[src/rtl/fft_consts_pkg.sv]
// Shared FFT constants, sample type and controller state encoding.
package fft_consts;

  localparam int unsigned N         = 16;
  localparam int unsigned LOG2N     = $clog2(N);
  localparam int unsigned MEM_LAT   = 1;
  localparam int unsigned BFU_LAT   = 3;
  localparam int unsigned DW        = 16;
  localparam int unsigned FRAC_BITS = 15;

  typedef struct packed {
    logic signed [DW-1:0] re;
    logic signed [DW-1:0] im;
  } complex_t;

  typedef enum logic [1:0] {
    StIdle,
    StRun,
    StDrain,
    StDone
  } fft_ctrl_state_t;

endpackage

[src/rtl/fft_addr_gen.sv]
// Combinational radix-2 DIT butterfly operand and twiddle address generator.
module fft_addr_gen #(
  parameter int unsigned LOG2N = 4,
  parameter int unsigned SW    = $clog2(LOG2N)
) (
  input  logic [SW-1:0]    stage,
  input  logic [LOG2N-2:0] k,
  output logic [LOG2N-1:0] rd_addr_a,
  output logic [LOG2N-1:0] rd_addr_b,
  output logic [LOG2N-2:0] tw_idx
);

  logic [LOG2N-1:0] kk, half, j, g;
  logic [SW:0]      sh_grp, sh_tw;

  always_comb begin
    kk     = {1'b0, k};
    half   = LOG2N'(1) << stage;
    j      = kk & (half - LOG2N'(1));
    g      = kk >> stage;
    // One extra bit so stage+1 cannot wrap on the last stage.
    sh_grp = {1'b0, stage} + (SW + 1)'(1);
    sh_tw  = (SW + 1)'(LOG2N - 1) - {1'b0, stage};
    rd_addr_a = (g << sh_grp) | j;
    rd_addr_b = rd_addr_a + half;
    tw_idx    = (LOG2N - 1)'(j) << sh_tw;
  end

endmodule

[src/rtl/fft_ctrl.sv]
// In-place radix-2 DIT FFT scheduler: one butterfly per cycle, write-back
// addresses delayed to line up with the memory + bfu pipeline.
module fft_ctrl #(
  parameter int unsigned N       = fft_consts::N,
  parameter int unsigned LOG2N   = $clog2(N),
  parameter int unsigned MEM_LAT = fft_consts::MEM_LAT,
  parameter int unsigned BFU_LAT = fft_consts::BFU_LAT
) (
  input  logic                     clk,
  input  logic                     rst,
  input  logic                     start,
  output logic                     busy,
  output logic                     done,
  output logic                     rd_en,
  output logic [LOG2N-1:0]         rd_addr_a,
  output logic [LOG2N-1:0]         rd_addr_b,
  output logic [LOG2N-2:0]         tw_idx,
  output logic                     wr_en,
  output logic [LOG2N-1:0]         wr_addr_a,
  output logic [LOG2N-1:0]         wr_addr_b,
  output logic [$clog2(LOG2N)-1:0] stage
);

  import fft_consts::*;

  localparam int unsigned SW  = $clog2(LOG2N);
  localparam int unsigned KW  = LOG2N - 1;
  localparam int unsigned DLY = MEM_LAT + BFU_LAT;
  localparam int unsigned CW  = $clog2(DLY + 1);

  typedef struct packed {
    logic             valid;
    logic [LOG2N-1:0] a;
    logic [LOG2N-1:0] b;
  } wb_t;

  fft_ctrl_state_t  state_q, state_d;
  logic [SW-1:0]    stage_q, stage_d;
  logic [KW-1:0]    k_q, k_d;
  logic [CW-1:0]    cnt_q, cnt_d;
  logic             issue_d;
  logic [LOG2N-1:0] gen_a, gen_b;
  logic [KW-1:0]    gen_tw;

  logic             busy_q, done_q, rd_en_q;
  logic [LOG2N-1:0] rd_a_q, rd_b_q;
  logic [KW-1:0]    tw_q;
  wb_t              pipe_q [DLY];

  always_comb begin
    state_d = state_q;
    stage_d = stage_q;
    k_d     = k_q;
    cnt_d   = cnt_q;
    unique case (state_q)
      StIdle: begin
        if (start) begin
          state_d = StRun;
          stage_d = '0;
          k_d     = '0;
        end
      end
      StRun: begin
        if (k_q == KW'(N / 2 - 1)) begin
          state_d = StDrain;
          cnt_d   = '0;
        end else begin
          k_d = k_q + KW'(1);
        end
      end
      StDrain: begin
        // Hold off the next stage until its last write has landed.
        if (cnt_q == CW'(DLY - 1)) begin
          if (stage_q == SW'(LOG2N - 1)) begin
            state_d = StDone;
          end else begin
            state_d = StRun;
            stage_d = stage_q + SW'(1);
            k_d     = '0;
          end
        end else begin
          cnt_d = cnt_q + CW'(1);
        end
      end
      StDone: begin
        state_d = StIdle;
        stage_d = '0;
      end
      default: state_d = StIdle;
    endcase
  end

  assign issue_d = (state_d == StRun);

  // Addresses come from the next-state counters so they register alongside rd_en.
  fft_addr_gen #(
    .LOG2N(LOG2N),
    .SW   (SW)
  ) u_addr_gen (
    .stage    (stage_d),
    .k        (k_d),
    .rd_addr_a(gen_a),
    .rd_addr_b(gen_b),
    .tw_idx   (gen_tw)
  );

  always_ff @(posedge clk) begin
    if (!rst) begin
      state_q <= StIdle;
      stage_q <= '0;
      k_q     <= '0;
      cnt_q   <= '0;
      busy_q  <= 1'b0;
      done_q  <= 1'b0;
      rd_en_q <= 1'b0;
      rd_a_q  <= '0;
      rd_b_q  <= '0;
      tw_q    <= '0;
      for (int i = 0; i < int'(DLY); i++) begin
        pipe_q[i] <= '0;
      end
    end else begin
      state_q <= state_d;
      stage_q <= stage_d;
      k_q     <= k_d;
      cnt_q   <= cnt_d;
      busy_q  <= (state_d != StIdle);
      done_q  <= (state_d == StDone);
      rd_en_q <= issue_d;
      rd_a_q  <= issue_d ? gen_a : '0;
      rd_b_q  <= issue_d ? gen_b : '0;
      tw_q    <= issue_d ? gen_tw : '0;
      pipe_q[0] <= '{valid: rd_en_q, a: rd_a_q, b: rd_b_q};
      for (int i = 1; i < int'(DLY); i++) begin
        pipe_q[i] <= pipe_q[i-1];
      end
    end
  end

  assign busy      = busy_q;
  assign done      = done_q;
  assign rd_en     = rd_en_q;
  assign rd_addr_a = rd_a_q;
  assign rd_addr_b = rd_b_q;
  assign tw_idx    = tw_q;
  assign stage     = stage_q;
  assign wr_en     = pipe_q[DLY-1].valid;
  assign wr_addr_a = pipe_q[DLY-1].a;
  assign wr_addr_b = pipe_q[DLY-1].b;

endmodule

[config.mk]
export PLATFORM = sky130hd
export DESIGN_NAME = fft_ctrl
export DESIGN_NICKNAME = d
export VERILOG_FILES = /design/src/rtl/fft_consts_pkg.sv /design/src/rtl/fft_addr_gen.sv /design/src/rtl/fft_ctrl.sv
export SDC_FILE = /design/constraint.sdc
export NUM_CORES = 1
export LEC_CHECK = 0
export BUFFER_PORTS_ARGS = -buffer_cell sky130_fd_sc_hd__buf_2
export CAP_MARGIN = 25
export CORE_MARGIN = 3
export CORE_UTILIZATION = 50
export DETAILED_ROUTE_END_ITERATION = 16
export GPL_TIMING_DRIVEN = 0
export PLACE_DENSITY = 0.7
export REMOVE_ABC_BUFFERS = 1
export SYNTH_ARGS = -nofsm -noshare
export SYNTH_HDL_FRONTEND = slang
export SYNTH_SLANG_ARGS = --single-unit
[constraint.sdc]
create_clock -name clk -period 4.8 [get_ports clk]
set_clock_uncertainty 0.05 [all_clocks]
set_input_delay 1.2 -clock clk [delete_from_list [all_inputs] [get_ports clk]]
set_output_delay 1.2 -clock clk [all_outputs]
set_load 0.01 [all_outputs]
# After elaboration in Yosys (flattened, before gate mapping)
# Memories as Yosys holds them, arrays and structs flattened.
# Cells that the tools add are included.
# word_totals
ff_bits	24
latch_bits	0
ram_bits	36
mem_bits_ro	0
out_inout_bits	25
mem_count	1
# memory_table
memory	words	width	read_ports	rd_ports_with_merged_regs	write_ports	line	source
pipe_q	4	9	4	0	4	fft_ctrl.sv:48	wb_t pipe_q [DLY];
# op_classes
addsub	7
mul	0
div_mod_pow	0
n_lt_le_gt_ge	0
n_eq_ne	10
shifts	4
mux	23
bitwise	6
reduce_logical	5
# op_table
cell	n
two-way mux 9 bit	4
two-way mux 3 bit	6
two-way mux 2 bit	7
case mux 3 bit (3 select lines)	1
equality test 2 bit (second input constant)	4
case mux 2 bit (4 select lines)	1
adder 3 x 1 -> 3 bit (second input constant)	2
case mux 2 bit (3 select lines)	1
case mux 3 bit (2 select lines)	1
adder 4 bit	1
AND 3 x 4 -> 4 bit	1
equality test 2 x 1 -> 1 bit (second input constant)	2
!= test 2 bit (second input constant)	2
OR 1 bit	4
OR 4 bit	1
nonzero test 2 bit	2
left shift 1 x 2 -> 4 bit (first input constant)	1
left shift 4 x 3 -> 4 bit	1
right shift 3 x 2 -> 4 bit	1
subtractor 4 x 1 -> 4 bit (second input constant)	1
adder 2 x 1 -> 3 bit (second input constant)	1
equality test 3 x 2 -> 1 bit (second input constant)	1
equality test 3 bit (second input constant)	1
AND reduction 3 bit	1
other kinds (6)	7

# Longest topological paths before layout
# logic_depth
word_depth	9
mapped_depth	16
ltp_nobuf	15

# Hierarchy
# Synthesis repeated with hierarchy kept, for this count alone.
# unflattened
cells_unflattened	233
hier_area_um2	2379.8
# by_module_without_submodules
module	instances	cells_each	area_each_um2
fft_ctrl	1	187	2020.7
fft_addr_gen	1	46	359.1

# Least setup slack after synthesis
# No wires, ideal clock.
# synth_timing
path_kind	input -> register
from	in start
to	reg rd_b_q[3] (netlist: rd_addr_b[3])
t_arrival_ns	3.816
setup_slack_ns	0.862
cell_stages	14
path_buffers	1
cell_sequence	nor3b_1 -> or4_1 -> buf_6 -> inv_1 -> ha_1 -> nor2_1 -> o21ai_0 -> a2bb2oi_1 -> inv_1 -> ha_1 -> a21o_1 -> a21oi_1 -> or4_1 -> a21oi_1
# synth_between
elab_chain_len	7
word_cells_on_any_way	16
cone_classes	3 x add/sub; 1 x eq/ne; 3 x shift; 6 x mux; 2 x bitwise; 1 x reduce/logical
# synth_lines
element	line	source
from (decl)	fft_ctrl.sv:11	input logic start,
two-way mux 2 bit *	fft_ctrl.sv:57	if (start) begin
case mux 2 bit (3 select lines) *	fft_ctrl.sv:55	unique case (state_q)
via stage_d[0]	fft_ctrl.sv:38	logic [SW-1:0] stage_q, stage_d;
left shift 1 x 2 -> 4 bit	fft_addr_gen.sv:18	half = LOG2N'(1) << stage;
subtractor 4 x 1 -> 4 bit	fft_addr_gen.sv:19	j = kk & (half - LOG2N'(1));
AND 3 x 4 -> 4 bit	fft_addr_gen.sv:19	
OR 4 bit *	fft_addr_gen.sv:24	rd_addr_a = (g << sh_grp) | j;
via gen_a[1]	fft_ctrl.sv:42	logic [LOG2N-1:0] gen_a, gen_b;
adder 4 bit *	fft_addr_gen.sv:25	rd_addr_b = rd_addr_a + half;
to (signal assigned)	fft_ctrl.sv:131	rd_b_q <= issue_d ? gen_b : '0;
to (decl)	fft_ctrl.sv:46	logic [LOG2N-1:0] rd_a_q, rd_b_q;
# The timed path passes the listed nets; every way through them passes the cells marked *.
# A chain may end at the register's enable or synchronous reset.

# Final worst setup path
# Same ends and word-level chain as after synthesis.

==> run summary <==
After synthesis, the mean cell area works out to 10.2 um2. The tools report the filler cell count in the final layout as 353. For the maximum clock rate, the log shows 0.236 GHz. Number of H-tree levels: 3.

The cell total after placement was 290. The most common flop cell mapped by yosys is dfxtp_1. The flop and latch count out of synthesis was 60.

The port buffer count is 27. Leaving out fill and tap cells, the most frequent cells in the layout are 60 x dfxtp_1, 43 x and2_1, 27 x buf_2. The standard-cell row count is 23, and the hold buffer count at CTS is 0.

In this run the worst hold path is classified as flop to flop. Hold timing on the final database bottoms out at a slack of 0.379 ns. Counting every sink on the clock net gives 60. The share of flip-flops with an asynchronous set or reset was 0%; the total core area was 0.00417 mm2. For the met3 wire length, the log shows 229 um.

For the max-slew violation count, the log shows 0. After detailed routing, no signal wire sits above met4. The final critical delay including setup and external delays is 4.23 ns, and the starting utilization of the core area is 53.9%. After the last flow step, the layout net total stands at 266. The post-synthesis to final-layout area growth was 16.5%.

The number of gates given a new drive strength after cts came out at 0. The initial detailed-routing violation count came out at 76. The detailed router put a total of 1810 um of wire on met1.

The number of antenna violations at the first check in global routing was 0; the total global routing overflow was 0. Sequential cells were found to cover 53.4% of the synthesized design area. Leaving out fill and tap cells, the most frequent cell in the layout is dfxtp_1. The logs give 48.7% for the relative max-transition margin and 0.33 ns for the clock latency on the worst-skew pair. Synthesis instantiated 45 different standard cells from the library.

The sum of negative setup slack is 0 ns, and the die footprint is 0.00534 mm2. The per-cell routed wire length was 12.1 um. The analysis attributes to cell leakage a power of 1.18 nW. Critical path data required time: 5.00 ns. Counting the buffers created by CTS gives 9. After synthesis, the cell types taking the most area are dfxtp_1 53%, and2_1 12%, ha_1 6.1%. The number of hold-slack violations in the final timing report is 0.

The half-perimeter wire length after detailed placement is 2430 um, and the total iterations of the first detailed-routing run is 4. The logs give 15.4% for the global-route total usage across every layer and 41 for the pin count of the biggest net entering global routing. In the detailed route, the total length drawn on met2 is 1590 um. The tools report the startpoint kind of the worst setup timing path as an input port. The critical path is of the input port to flop type. Of all nets on the critical path, the largest fanout is 10. Post-CTS timing repair inserted 0 buffers for setup. The final critical path takes up 88.2% of the cycle. The count of endpoints failing setup in the final report is 0. dfxtp_1 takes more of the synthesized area than any other cell.

Number of enable flip-flop cells after synthesis: 0. STA classifies the critical path endpoint as a flop. The final weighted congestion in routability-driven placement was 0.796; the global-route wire length before repair was 6230 um.

Clock tree synthesis selected as its root buffer the cell clkbuf_8. Dividing the detail-routed via count by the number of cells gives 5.08. Clock-pin slew was measured on the worst setup and hold paths at 0.06 ns.

VDD sags by at most 0.317 mV. The tools report the final non-filler cell total as 305. Measured along the x axis, the die boundary spans 73.1 um.

In this run the cell area of the synthesized design comes to 0.00225 mm2. For the pin with the worst max-slew slack, the measured transition is 0.751 ns. The number of global-route vias before repair was 1372.

The data arrival time of the critical path was 4.44 ns; the antenna diode count was 0. Yosys printed 0 warnings. The design draws 1.03 mW. The tools report the max-capacitance violation count as 0. The final layout contains routed wiring with a total length of 3680 um. Cells with a size suffix above 1 make up 18.8% of the layout. The flow ran to the end, and the final reports show no timing, DRC or antenna violations. For this design the ratio of total power to cell area is 394 mW/mm2. The logs give 2 for the number of buffers between clock root and the deepest sink and 0 for the number of antenna-violating nets in the routed design.

For this design the top-level I/O count stands at 28. Setup repair after global routing left no endpoint under its margin. After synthesis, the largest area contributor takes up 53.4% of total cell area. Across all layers, the routed design uses 1550 vias.

After technology mapping, the gate count stands at 220. The floorplan die height works out to 73.1 um. In the routed design, unresolved DRC markers number 0.

TritonCTS built the clock tree.
-- area by class of cell --
| type | instances | area, um2 | share of cell area, % |
|---|---|---|---|
| multi-input combinational | 139 | 956 | 36.5 |
| clock inverter | 4 | 73.8 | 2.81 |
| inverter | 14 | 52.6 | 2.00 |
| timing repair buffer | 27 | 135 | 5.15 |
| tap | 50 | 62.6 | 2.39 |
| clock buffer | 11 | 141 | 5.39 |
| sequential | 60 | 1200 | 45.8 |
-- worst paths after layout --
check        depth (start not counted)  slack (ns)          from      endpoint
max                                 14        0.57         start  rd_addr_b[3]
min                                  1        0.38  pipe_q[1][6]  pipe_q[2][6]
max reg2reg                         15        0.81      cnt_q[0]  rd_addr_b[3]
min reg2reg                          1        0.38  pipe_q[1][6]  pipe_q[2][6]
-- critical path, cell delays in order --
cell	delay, ns
buf_2	0.12
nor3b_1	0.17
or4_1	0.76
inv_1	0.27
ha_1	0.26
nor2_1	0.09
o21ai_0	0.08
a2bb2oi_1	0.35
inv_1	0.10
ha_1	0.29
a21o_1	0.10
a21oi_1	0.08
or4_1	0.40
a21oi_1	0.16
-- logic make-up after synthesis --
group                    after synthesis  synth area share [%]
AND/OR/NAND/NOR                       88                  22.7
flip-flops                            60                  53.4
AO/OA/AOI/OAI                         33                  10.1
buffers and inverters                 21                  4.17
adder cells (fa/ha/maj)               12                  7.00
XOR/XNOR                               3                  1.17
multiplexers                           3                  1.45
-- state kept, by name (all words and copies together), names as in the netlist --
| name | flops |
|---|---|
| stage | 2 |
| rd_addr_b | 4 |
| k_q | 3 |
| done | 1 |
| rd_en | 1 |
| pipe_q | 36 |
| tw_idx | 3 |
| busy | 1 |
| rd_addr_a | 4 |
| state_q | 2 |
| cnt_q | 3 |
-- through the flow --
step                setup slack, ns  instance area (um2)  utilization, %
finish                        0.567                 2620            62.8
global route                  0.359                 2620            62.8
CTS                           0.618                 2620            62.8
detailed placement            0.287                 2410            57.7
global placement              0.303                 2410            57.7
floorplan                     0.775                 2210               -
-- cell usage after synthesis, types with 2 or more instances --
library cell and count:
a211oi_1 2, mux2_2 2, a21o_1 2, and2_1 43, buf_6 2, o31ai_1 3
o211ai_1 2, nand3_1 3, nand2b_1 3, o21ai_0 4, nor3b_1 2, a21oi_1 8
clkbuf_1 5, ha_1 11, nor2_1 16, xnor2_1 2, dfxtp_1 60, or4_1 2
a31oi_1 2, nor3_1 5, nand2_1 6, inv_1 12
-- power breakdown --
part / total, mW / switching, mW / internal, mW
Sequential: 0.511 / 0.00457 / 0.507
Clock: 0.488 / 0.184 / 0.304
Combinational: 0.0353 / 0.0221 / 0.0131
Total: 1.03 / 0.211 / 0.824
-- metal layers --
metal	vias to the layer above	global-route usage, %
met4	0	5.53
met5	-	0
met2	33	22.8
li1	799	-
met1	713	19.2
met3	5	7.71
Power figures use the tool's default switching activity.
